`config.mk`:
```
export PLATFORM = sky130hd
export DESIGN_NAME = input_debounce
export DESIGN_NICKNAME = d
export VERILOG_FILES = /design/src/rtl/input_debounce_pkg.sv /design/src/rtl/sync_ff.sv /design/src/rtl/input_debounce.sv
export SDC_FILE = /design/constraint.sdc
export NUM_CORES = 1
export LEC_CHECK = 0
export CAP_MARGIN = 40
export CORE_ASPECT_RATIO = 0.7
export CORE_MARGIN = 2
export CORE_UTILIZATION = 60
export DETAILED_ROUTE_END_ITERATION = 8
export PLACE_DENSITY_LB_ADDON = 0.25
export SLEW_MARGIN = 20
export SYNTH_ARGS = -nofsm -noshare
export SYNTH_HDL_FRONTEND = slang
export SYNTH_SLANG_ARGS = --single-unit
```
`constraint.sdc`:
```
create_clock -name clk -period 2.43 [get_ports clk]
set_input_delay 0.6075 -clock clk [delete_from_list [all_inputs] [get_ports clk]]
set_output_delay 0.6075 -clock clk [all_outputs]
set_load 0.02 [all_outputs]
```
`src/rtl/input_debounce_pkg.sv`:
```
// Shared definitions for the input_debounce block: FSM state encoding and
// the legal range of the synchronizer depth.
package input_debounce_pkg;

  // Accepted-level / pending-change states. The encoding is fixed so that
  // firmware-visible debug taps and other blocks can decode it directly.
  typedef enum logic [1:0] {
    STABLE_LO = 2'd0,
    WAIT_HI   = 2'd1,
    STABLE_HI = 2'd2,
    WAIT_LO   = 2'd3
  } db_state_e;

  localparam int SYNC_STAGES_MIN = 2;
  localparam int SYNC_STAGES_MAX = 4;

endpackage

```
`src/rtl/sync_ff.sv`:
```
// Generic flop-chain synchronizer for a single asynchronous input.
// Depth and reset level are parameters so the same block can sit in front
// of a button (idles low) or a UART receive line (idles high).
module sync_ff #(
  parameter int   DEPTH     = 2,
  parameter logic RESET_VAL = 1'b0
) (
  input  logic clk,
  input  logic reset_n,
  input  logic d,
  output logic q
);

  logic [DEPTH-1:0] chain;

  // Shift the raw input through DEPTH flops; bit 0 is the metastable stage.
  always_ff @(posedge clk) begin
    if (!reset_n) begin
      chain <= {DEPTH{RESET_VAL}};
    end else begin
      chain <= {chain[DEPTH-2:0], d};
    end
  end

  assign q = chain[DEPTH-1];

endmodule

```
`src/rtl/input_debounce.sv`:
```
// Debouncer for a raw board input (button or switch).
//
// The input is synchronized, then a four-state FSM accepts a level change
// only after the new level has been seen on DEBOUNCE_CYCLES consecutive
// cycles. Edge pulses accompany each accepted change. Any sample of the old
// level while a change is pending aborts it, so bounce trains whose phases
// are all shorter than DEBOUNCE_CYCLES never reach the outputs.
//
// Optional feature: define DEBOUNCE_LONG_PRESS_EN to build the long-press
// detector (hold_long). Without it hold_long is a constant 0.
module input_debounce
  import input_debounce_pkg::*;
#(
  parameter int SYNC_STAGES     = 2,
  parameter int DEBOUNCE_CYCLES = 50000,
  parameter int LONG_CYCLES     = 100000000,
  parameter int CNT_W           = 32
) (
  input  logic clk,
  input  logic reset_n,
  input  logic btn_in,
  output logic btn_out,
  output logic rise_pulse,
  output logic fall_pulse,
  output logic hold_long
);

  // Largest value either counter can hold.
  localparam longint CNT_MAX = (longint'(1) << CNT_W) - 1;

  // Elaboration-time guards on the configuration.
  if (SYNC_STAGES < SYNC_STAGES_MIN || SYNC_STAGES > SYNC_STAGES_MAX) begin : g_bad_sync_stages
    $error("input_debounce: SYNC_STAGES must be in 2..4");
  end
  if (DEBOUNCE_CYCLES < 2 || longint'(DEBOUNCE_CYCLES) > CNT_MAX) begin : g_bad_debounce
    $error("input_debounce: DEBOUNCE_CYCLES must be in 2..2**CNT_W-1");
  end
  if (LONG_CYCLES < 2 || longint'(LONG_CYCLES) > CNT_MAX) begin : g_bad_long
    $error("input_debounce: LONG_CYCLES must be in 2..2**CNT_W-1");
  end

  // The sample that moves the FSM from STABLE_x into WAIT_y is the first
  // stable cycle of the new level; the WAIT state then needs
  // DEBOUNCE_CYCLES-1 more. With cnt cleared on entry, the final sample
  // is the one that finds cnt at DEBOUNCE_CYCLES-2, so the accepted level
  // lands SYNC_STAGES+DEBOUNCE_CYCLES edges after the input first changes.
  localparam logic [CNT_W-1:0] ACCEPT_AT = CNT_W'(DEBOUNCE_CYCLES - 2);

  logic             btn_s;
  db_state_e        state_q;
  db_state_e        state_d;
  logic [CNT_W-1:0] cnt_q;
  logic [CNT_W-1:0] cnt_d;
  logic             level_d;
  logic             rise_d;
  logic             fall_d;

  sync_ff #(
    .DEPTH     (SYNC_STAGES),
    .RESET_VAL (1'b0)
  ) u_sync (
    .clk     (clk),
    .reset_n (reset_n),
    .d       (btn_in),
    .q       (btn_s)
  );

  // State, debounce counter and registered outputs; reset wins over all.
  always_ff @(posedge clk) begin
    if (!reset_n) begin
      state_q    <= STABLE_LO;
      cnt_q      <= '0;
      btn_out    <= 1'b0;
      rise_pulse <= 1'b0;
      fall_pulse <= 1'b0;
    end else begin
      state_q    <= state_d;
      cnt_q      <= cnt_d;
      btn_out    <= level_d;
      rise_pulse <= rise_d;
      fall_pulse <= fall_d;
    end
  end

  // Next-state, counter and output decode. cnt only counts in WAIT states
  // and is bounded by ACCEPT_AT, so it can never wrap.
  always_comb begin
    state_d = state_q;
    cnt_d   = cnt_q;
    level_d = btn_out;
    rise_d  = 1'b0;
    fall_d  = 1'b0;
    case (state_q)
      STABLE_LO: begin
        if (btn_s) begin
          state_d = WAIT_HI;
          cnt_d   = '0;
        end
      end
      WAIT_HI: begin
        if (!btn_s) begin
          // Glitch: drop the pending rise, outputs untouched.
          state_d = STABLE_LO;
          cnt_d   = '0;
        end else if (cnt_q == ACCEPT_AT) begin
          state_d = STABLE_HI;
          cnt_d   = '0;
          level_d = 1'b1;
          rise_d  = 1'b1;
        end else begin
          cnt_d = cnt_q + CNT_W'(1);
        end
      end
      STABLE_HI: begin
        if (!btn_s) begin
          state_d = WAIT_LO;
          cnt_d   = '0;
        end
      end
      WAIT_LO: begin
        if (btn_s) begin
          // Glitch: drop the pending fall, outputs untouched.
          state_d = STABLE_HI;
          cnt_d   = '0;
        end else if (cnt_q == ACCEPT_AT) begin
          state_d = STABLE_LO;
          cnt_d   = '0;
          level_d = 1'b0;
          fall_d  = 1'b1;
        end else begin
          cnt_d = cnt_q + CNT_W'(1);
        end
      end
      default: begin
        state_d = STABLE_LO;
        cnt_d   = '0;
      end
    endcase
  end

`ifdef DEBOUNCE_LONG_PRESS_EN
  localparam logic [CNT_W-1:0] LONG_MAX  = CNT_W'(LONG_CYCLES);
  localparam logic [CNT_W-1:0] LONG_LAST = CNT_W'(LONG_CYCLES - 1);

  logic [CNT_W-1:0] long_cnt;
  logic             stay_hi;

  // Only cycles where the FSM both was and remains in STABLE_HI count, so
  // long_cnt is 0 on the accept edge and is cleared on the leaving edge.
  assign stay_hi = (state_q == STABLE_HI) && (state_d == STABLE_HI);

  // Long-press counter (saturating) and its single registered pulse. The
  // pulse is raised the cycle after long_cnt reaches LONG_CYCLES-1, i.e.
  // LONG_CYCLES cycles after rise_pulse; saturation prevents a repeat.
  always_ff @(posedge clk) begin
    if (!reset_n) begin
      long_cnt  <= '0;
      hold_long <= 1'b0;
    end else begin
      hold_long <= (state_q == STABLE_HI) && (long_cnt == LONG_LAST);
      if (!stay_hi) begin
        long_cnt <= '0;
      end else if (long_cnt != LONG_MAX) begin
        long_cnt <= long_cnt + CNT_W'(1);
      end
    end
  end
`else
  assign hold_long = 1'b0;
`endif

endmodule
```
==> summary.md <==
| Metric | Value |
|---|---|
| Syn nets | 259 |
| Fmax | 0.4474 GHz |
| Pwr Total | 1.186 mW |
| GR Layer Usage met2 | 41.15% |
| Power Density | 512.8 nW/um^2 |
| CP delay by family, top | compound AO/OA/AOI/OAI gates |
| CTS tree | done |
| Status | finished, final reports clean |
| Placed cells | 304 |
| Core region area | 3233 um^2 |
| Initial drt markers | 148 |
| Critical path startpoint category | flop |
| Sequential cell area | 780.7 um^2 |
| Tightest Pin Transition | 0.5226 ns |
| Met1 Track Usage GR | 39.74% |
| Count of final setup violators | 0 |
| CTS H-tree depth | 2 |
| Final Hold Violating Endpoints | 0 |
| CP endpoint kind | flop |
| IO Port Bufs | 5 |
| GRT Util Overall | 28.25% |
| Layer with the highest usage | met2 |
| Synth Register Bits | 39 |
| ANT nets after route | 0 |
| WL/cell | 15.63 um |
| Vias in the first global route | 1759 |
| Fill cells | 269 |
| Slowest cell on the critical path | dfxtp_1 |
| Fin cells | 312 |
| Clk root buf | clkbuf_8 |
| Die height | 53.26 um |
| Post-synth cell types | 51 |
| Crit path largest cell delay | 0.36 ns |
| Std-Cell Rows | 17 |
| CTS clk-pin slew, worst paths | 0.07 ns |
| Via count | 1916 |
| Routed WL | 4876 um |
| CTS max path bufs | 2 |
| Sequential share of the synthesized area | 37.55% |
| Initial antenna violation count | 0 |
| Min-delay worst type | flop to flop |
| Ant. Diodes | 0 |
| Ys Warns | 0 |
| Critical path, cell by cell | inv_1, ha_1, nor4b_1, nand4_1, o21ai_4, buf_4, o21ai_0, a22o_1 |
| CP required | 2.62 ns |
| Dpl ws | 0.2062 ns |
| Worst Path Arrival | 2.43 ns |
| WHS | 0.4414 ns |
| Clock skew | 0.003126 ns |
| Slew margin rel. | 65.16% |
| Setup Crit Path Kind | flop to flop |
| Layout cells sized above 1 | 9.057% |
| First-pass GRT wire length | 8293 um |
| Worst path bufs/invs | 2 |
| Final WS setup | 0.1950 ns |
| Grt met3 use | 8.762% |
| Vias/cell | 6.141 |
| I/O pins | 7 |
| TritonCTS Buffers | 5 |
| Syn-to-layout area delta | 11.19% |
| GPL Wtd Cong | 0.8816 |
| Max-slew violations | 0 |
| Cell Area, Synth | 2079 um^2 |
| Leak | 0.8073 nW |
| # DRC | 0 |
| Post-synth EDFFs | 0 |
| Post-layout min period | 2.235 ns |
| Post-DP HPWL | 3450 um |
| Synth Area per Inst | 8.219 um^2 |
| Die area | 3960 um^2 |
| Drt pass-1 iters | 5 |
| Largest net degree at the start of global routing | 21 |
| Post-synth ARST share | 0% |
| Die width | 74.37 um |
| Nets | 270 |
| Worst VDD drop | 0.0003866 V |
| CTS Sinks | 39 |
| Initial Util | 64.32% |
| Period utilization | 91.98% |
| Grt ovf | 0 |
| TNS Setup | 0 ns |
| Max-Cap Viols | 0 |
| Skew-Pair Late Insertion Delay | 0.30 ns |
| Main synth FF type | dfxtp_1 |
| Multi-input logic area | 1214 um^2 |
| RSZ-0062 raised after global routing | false |
| Post-synthesis instance total | 253 |
| Crit path max fanout | 8 |
[cell type report]
class                           count  share of cell area [%]
Multi-Input combinational cell    195                   52.49
Sequential cell                    39                   33.77
Timing Repair Buffer               16                   5.736
Clock buffer                        8                   4.329
Tap cell                           47                   2.543
Inverter                            7                   1.136
[metrics by stage]
| stage | utilization (%) | area, um^2 |
|---|---|---|
| after global placement | 68.19 | 2205 |
| after floorplan | - | 2079 |
| after global routing | 71.52 | 2312 |
| final | 71.52 | 2312 |
| after CTS | 71.28 | 2305 |
| after detailed placement | 68.19 | 2205 |
[registers in the layout, indices dropped and copies added, names as in the netlist, named ones only]
name          flops
btn_out           1
cnt_q            32
fall_pulse        1
rise_pulse        1
state_q           1
u_sync.chain      2
[worst paths after layout]
check                                startpoint         endpoint  slack (ns)  depth (start not counted)
worst min register to register  u_sync.chain[0]  u_sync.chain[1]        0.44                          1
worst max-delay path                   cnt_q[0]        cnt_q[22]        0.19                          8
worst min-delay path            u_sync.chain[0]  u_sync.chain[1]        0.44                          1
worst max register to register         cnt_q[0]        cnt_q[22]        0.19                          8
[kinds of logic (layout without fill, tap and decap cells)]
kind of cell | Yosys count | in the layout | share of synthesized area (%)
and+or+nand+nor | 124 | 124 | 34.12
AOI/OAI and AO/OA | 59 | 59 | 18.41
DFF | 39 | 39 | 37.55
buffers and inverters | 19 | 31 | 4.452
xor gates and xnor gates | 6 | 6 | 2.527
adders and majority gates | 3 | 3 | 1.805
muxes | 2 | 2 | 0.9627
other | 1 | 1 | 0.1803
[synthesized netlist by cell type, drive strengths merged, types with 4 or more instances]
master | instances | area [um^2]
inv | 7 | 26.28
buf | 7 | 46.29
clkbuf | 5 | 20.01
nand2 | 24 | 90.09
dfxtp | 39 | 780.8
nor2 | 13 | 51.30
a21oi | 10 | 50.05
nand3 | 19 | 112.6
and2 | 8 | 50.05
o21ai | 15 | 78.83
nor3 | 9 | 50.05
and3 | 7 | 43.79
a31oi | 15 | 93.84
or3 | 4 | 25.02
nand2b | 4 | 25.02
nand4 | 12 | 75.07
xor2 | 6 | 52.55
and4 | 7 | 63.81
or4 | 4 | 30.03
nor4 | 6 | 37.54
[cell usage in the layout (no fill, tap or decap), drive strengths merged, types with 3 or more instances in the layout]
master and instances:
inv 7, clkbuf 8, nand3 19, o21ai 15
dfxtp 39, or4 4, or3 4, a31oi 15
nand4 12, xor2 6, and4 7, ha 3
nand2b 4, buf 11, nand2 24, and3 7
a21o 3, and2 8, nor4 6, a21oi 10
clkdlybuf4s50 5, nor3 9, nor2 13, a21boi 3
[timing repair]
| item | 4_1_cts | 5_1_grt |
|---|---|---|
| gates resized for setup | 0 | 1 |
| setup endpoints to repair | 0 | 1 |
| setup buffers | 0 | 0 |
| hold buffers | 0 | 0 |
[routing by layer]
layer / part of all wire, % / up-vias
li1: - / 962
met1: 50 / 891
met2: 42 / 56
met3: 6.7 / 7
met4: 0.88 / 0
met5: 0 / -
[power breakdown]
| group | switching [mW] | internal [mW] | total (mW) |
|---|---|---|---|
| clock network | 0.228 | 0.259 | 0.487 |
| logic | 0.0326 | 0.0178 | 0.0505 |
| registers | 0.00458 | 0.644 | 0.648 |
| total | 0.265 | 0.920 | 1.19 |
Power figures use the tool's default switching activity.
